**src/rtl/vga_dbg_pkg.sv**
```systemverilog
// Shared types and sizing constants for the VGA debug-screen register shadow.
package vga_dbg_pkg;
  localparam int DBG_REG_N  = 32;
  localparam int DBG_ADDR_W = 5;
  localparam int DBG_DATA_W = 32;

  typedef enum logic {ST_IDLE, ST_COPY} state_t;
endpackage

```
**src/rtl/vga_sync_edge.sv**
```systemverilog
// One-flop assertion-edge detector for a sync strobe of configurable polarity.
module vga_sync_edge #(
  parameter int POL = 0
) (
  input  logic clk,
  input  logic resetn,
  input  logic sig,
  output logic trig
);
  localparam logic ACT = (POL != 0);

  logic sig_q;

  always_ff @(posedge clk or negedge resetn) begin
    if (!resetn) sig_q <= ~ACT;
    else         sig_q <= sig;
  end

  assign trig = (sig == ACT) && (sig_q != ACT);
endmodule

```
**src/rtl/vga_reg_shadow.sv**
```systemverilog
// Frame-synchronous shadow of the CPU register file for the VGA debug screen:
// a live bank follows CPU writes, and a display bank is refreshed at each vsync.
module vga_reg_shadow
  import vga_dbg_pkg::*;
#(
  parameter int REG_N     = DBG_REG_N,
  parameter int ADDR_W    = DBG_ADDR_W,
  parameter int DATA_W    = DBG_DATA_W,
  parameter int ZERO_REG  = 1,
  parameter int VSYNC_POL = 0
) (
  input  logic              clk,
  input  logic              resetn,
  input  logic              cpu_we,
  input  logic [ADDR_W-1:0] cpu_wa,
  input  logic [DATA_W-1:0] cpu_wd,
  input  logic              vsync,
  input  logic              freeze,
  input  logic [ADDR_W-1:0] regAddr,
  output logic [DATA_W-1:0] regData,
  output logic              busy,
  output logic [15:0]       frame_cnt
);
  localparam logic [ADDR_W-1:0] LAST = ADDR_W'(REG_N - 1);

  logic [DATA_W-1:0] live    [REG_N];
  logic [DATA_W-1:0] display [REG_N];
  state_t            state;
  logic [ADDR_W-1:0] idx;
  logic [15:0]       cnt_r;
  logic              trig;
  logic              wr_ok;
  logic [DATA_W-1:0] src;

  vga_sync_edge #(.POL(VSYNC_POL)) u_vs_edge (
    .clk    (clk),
    .resetn (resetn),
    .sig    (vsync),
    .trig   (trig)
  );

  assign wr_ok = cpu_we && !((ZERO_REG != 0) && (cpu_wa == '0));

  // Forward a same-cycle write to the register being copied so it is not lost.
  assign src = (wr_ok && (cpu_wa == idx)) ? cpu_wd : live[idx];

  always_ff @(posedge clk or negedge resetn) begin
    if (!resetn) begin
      for (int i = 0; i < REG_N; i++) live[i] <= '0;
    end else if (wr_ok) begin
      live[cpu_wa] <= cpu_wd;
    end
  end

  always_ff @(posedge clk or negedge resetn) begin
    if (!resetn) begin
      state <= ST_IDLE;
      idx   <= '0;
      busy  <= 1'b0;
      cnt_r <= '0;
      for (int i = 0; i < REG_N; i++) display[i] <= '0;
    end else begin
      case (state)
        ST_IDLE: begin
          if (trig && !freeze) begin
            state <= ST_COPY;
            idx   <= '0;
            busy  <= 1'b1;
          end
        end
        ST_COPY: begin
          display[idx] <= src;
          idx          <= idx + 1'b1;
          if (idx == LAST) begin
            state <= ST_IDLE;
            busy  <= 1'b0;
            cnt_r <= cnt_r + 16'd1;
          end
        end
        default: state <= ST_IDLE;
      endcase
    end
  end

  assign frame_cnt = cnt_r;
  assign regData   = ((ZERO_REG != 0) && (regAddr == '0)) ? '0 : display[regAddr];
endmodule

```
**config.mk**
```make
export PLATFORM = sky130hd
export DESIGN_NAME = vga_reg_shadow
export DESIGN_NICKNAME = d
export VERILOG_FILES = /design/src/rtl/vga_dbg_pkg.sv /design/src/rtl/vga_sync_edge.sv /design/src/rtl/vga_reg_shadow.sv
export SDC_FILE = /design/constraint.sdc
export NUM_CORES = 2
export LEC_CHECK = 0
export BUFFER_PORTS_ARGS = -buffer_cell sky130_fd_sc_hd__buf_2
export CAP_MARGIN = 20
export CORE_ASPECT_RATIO = 1.5
export CORE_UTILIZATION = 55
export DETAILED_ROUTE_END_ITERATION = 10
export PLACE_DENSITY_LB_ADDON = 0.1
export SKIP_CTS_REPAIR_TIMING = 1
export SLEW_MARGIN = 40
export SYNTH_ARGS = -nofsm -noshare
export SYNTH_HDL_FRONTEND = slang
export SYNTH_HIERARCHICAL = 1
export SYNTH_SLANG_ARGS = --single-unit
```
**constraint.sdc**
```tcl
create_clock -name clk -period 6.7 [get_ports clk]
set_clock_uncertainty 0.05 [all_clocks]
set_input_delay 1.005 -clock clk [delete_from_list [all_inputs] [get_ports clk]]
set_output_delay 1.005 -clock clk [all_outputs]
set_load 0.01 [all_outputs]
```
==> summary.md <==
| Metric | Value |
|---|---|
| Router iterations before antenna repair | `6` |
| Routing usage on met2 | `50.55%` |
| Flop pwr share | `38.9%` |
| Grt met1 use | `39.01%` |
| Status | `finished, final reports clean` |
| P per Cell Area | `422.9 nW/um^2` |
| Fin crit share | `72.61%` |
| Clock power share | `25.7%` |
| Reg2reg start | `idx[1]$_DFFE_PN0P_` |
| H-tree levels | `4` |
| Die width | `346.9 um` |
| VDD IR-drop max | `0.2936 mV` |
| Initial Utilization | `55.42%` |
| Layout cell share with drive strength beyond 1 | `48.63%` |
| Gr ovfl total | `0` |
| Unrepaired setup endpoints after global routing | `no` |
| Drt via density | `6.302` |
| Pins Over Slew Limit | `0` |
| Worst R2R Path Depth | `6` |
| Post-synthesis net count | `6,366` |
| Worst Setup End Kind | `output pin` |
| Crit path largest cell delay | `0.63 ns` |
| Worst setup SP type | `input port` |
| Worst-skew pair later-pin latency | `0.83 ns` |
| Core area | `177,100 um^2` |
| Top-area cell type share of the netlist area | `52.80%` |
| CTS Buffer Depth | `3` |
| Register bit total from synthesis | `2,072` |
| Tmin final | `4.865 ns` |
| Crit path max-delay cell type | `or3_1` |
| Die Y | `519.4 um` |
| Yosys warnings | `6` |
| Ports | `96` |
| Final core utilization | `61.17%` |
| Worst path bufs/invs | `3` |
| # nets final | `6,256` |
| CTS buffer count | `198` |
| Top cells by area, synth | `dfrtp_1, mux2_2, mux2_4` |
| CP top delay family | `buffers and inverters` |
| Antenna viol nets, final | `0` |
| Hold Fails Final Rpt | `0` |
| Routability cong. | `0.7888` |
| Worst Setup SP | `regAddr[4]` |
| P&R area growth vs syn | `10.37%` |
| Met3 Use GR | `4.048%` |
| Register area share after synthesis | `52.82%` |
| First-pass GRT wire length | `398.6 mm` |
| Drt total wl | `264.2 mm` |
| Leakage power | `0.04956 uW` |
| DRC violations left | `0` |
| Critical path class | `input port to output pin` |
| Number of global-route vias before repair | `58,700` |
| Iteration-0 DRC Markers | `3,876` |
| Wire per inst | `30.50 um` |
| Mapped Area | `98,160 um^2` |
| Reg2Reg Setup Slack | `2.39 ns` |
| Max-cap violations | `0` |
| CP required | `5.64 ns` |
| Root buf cell | `clkbuf_16` |
| Crit path to | `regData[16]` |
| Crit. path cell count | `7` |
| Ys flop type | `dfrtp_1` |
| Total negative setup slack | `0 ns` |
| Combinational Power Share | `35.4%` |
| Clock slew at reported path FFs | `0.06 ns` |
| Hold Path Class | `input port to async pin` |
| Largest net degree at the start of global routing | `159` |
| GRT busiest layer | `met2` |
| Clock sink total | `2,072` |
| Tightest Pin Transition | `0.9232 ns` |
| CTS tree | `built` |
| Switching component of the power | `14,810 uW` |
| Headroom to the max-slew limit | `38.46%` |
| Distinct cells, synth | `56` |
| Hold_ws | `0.03802 ns` |
| Reg-to-reg endpoint | `display[158]$_DFFE_PN0P_` |
| Port Buffers | `95` |
| Post-Synthesis Cells | `6,313` |
| Switching Share | `32.32%` |
| Arrival @ worst endpoint | `3.81 ns` |
| Async S/R FF share, synth | `100.0%` |
| HPWL after DPL | `157.0 mm` |
| Initial antenna violation count | `11` |
| Worst-path fanout max | `22` |
| GRT Total Usage | `29.70%` |
| DIE AREA | `180,200 um^2` |
| Post-synth EDFFs | `0` |
| Row Count | `189` |
| Final setup fails | `0` |
| Cell Chain, Critical Path | `buf_2 > buf_4 > or3_1 > o22ai_1 > a211o_1 > a31oi_1 > buf_2` |
| Syn Area/Cell | `15.55 um^2` |
| Cell mode on critical path | `buf_2` |
| Via Count | `54,590` |
| Dominant cell type by area after synthesis | `dfrtp_1` |
| Fmax achieved | `0.2055 GHz` |
| Int Pwr | `31,010 uW` |
-- worst min-delay path by stage --
stage | startpoint | to | slack [ns] | depth (start not counted)
final | resetn | display[452]$_DFFE_PN0P_ | 0.04 | 1
after CTS | resetn | display[452]$_DFFE_PN0P_ | 0.04 | 1
after floorplan | live[1023]$_DFFE_PN0P_ | live[1023]$_DFFE_PN0P_ | 0.37 | 1
after global routing | resetn | display[452]$_DFFE_PN0P_ | 0.05 | 1
after detailed placement | live[1023]$_DFFE_PN0P_ | live[1023]$_DFFE_PN0P_ | 0.31 | 0
after global placement | live[1023]$_DFFE_PN0P_ | live[1023]$_DFFE_PN0P_ | 0.31 | 0
-- worst register-to-register path, delay by kind of cell (launching register included) --
family	cells	cell delay [ns]
buffers and inverters	2	1.34
and+or+nand+nor	2	0.99
DFF	1	0.96
adders and majority gates	1	0.44
muxes	1	0.43
-- Yosys cell counts, types with 6 or more instances --
| cell | number |
|---|---|
| nand2_1 | 39 |
| a31oi_1 | 32 |
| a22oi_1 | 65 |
| mux2i_1 | 536 |
| nand4_1 | 8 |
| nor3_1 | 44 |
| nand3_1 | 9 |
| nor4_2 | 31 |
| a211o_1 | 32 |
| buf_1 | 60 |
| o22ai_1 | 283 |
| xnor2_1 | 17 |
| nand4bb_1 | 6 |
| a41oi_4 | 30 |
| mux2_2 | 1181 |
| clkbuf_1 | 286 |
| buf_6 | 109 |
| mux2_4 | 836 |
| nor2_1 | 106 |
| mux4_2 | 261 |
| ha_1 | 6 |
| buf_2 | 185 |
| dfrtp_1 | 2071 |
-- power groups by stage --
stage	combinational, uW	sequential (uW)	clock, uW
after floorplan	12800	17200	0
after global placement	14900	17800	0
after detailed placement	16100	18000	0
after CTS	16200	17800	12000
after global routing	17100	18200	12400
final	16200	17800	11800
-- cell usage in the layout (no fill, tap or decap), types with 60 or more instances in the layout --
master,count
dfrtp_1,2067
mux2_2,1181
mux2_4,836
mux2i_1,536
o22ai_1,283
mux4_2,261
clkbuf_16,209
buf_4,133
buf_2,91
nor2_1,68
a22oi_1,65
clkbuf_8,60
-- kinds of logic after synthesis --
logic type / count (synthesis) / synth area share, %
buffers and inverters: 653 / 3.637
adders and majority gates: 6 / 0.07648
and+or+nand+nor: 294 / 1.741
xor gates and xnor gates: 22 / 0.1963
AOI/OAI and AO/OA: 452 / 3.734
muxes: 2814 / 37.79
DFF: 2072 / 52.82
-- layer usage --
| metal | routed length, um | up-vias |
|---|---|---|
| met1 | 109600 | 29810 |
| met4 | 9555 | 12 |
| met3 | 11310 | 495 |
| met2 | 133700 | 1280 |
| li1 | - | 23000 |
| met5 | 76 | - |
-- layout make-up --
cell class              instances  area, um^2
fillers                     13340       68780
clock inverters                48       595.6
repair buffers                339        3486
flip-flops and latches       2072       51860
inverters                       4       15.01
diodes                          5       12.51
multi-input cells            3588       43270
well taps                    2292        2868
clock buffers                 315        6228
-- per-stage QoR --
step | total power, uW | cell area [um^2] | instances | setup slack, ns
floorplan | 30060 | 98160 | 6313 | 2.757
global placement | 32760 | 100100 | 8217 | 1.814
detailed placement | 34130 | 101400 | 8290 | 1.826
CTS | 45980 | 108200 | 8653 | 1.806
global route | 47750 | 108300 | 8660 | 1.825
finish | 45820 | 108300 | 8663 | 1.835
-- sequential cells by signal, indices dropped and copies added, names as in the netlist --
name,cells
state,1
u_vs_edge/sig_q,1
idx,5
busy,1
live,1024
display,1024
frame_cnt,16
(Power assumes the default switching activity.)
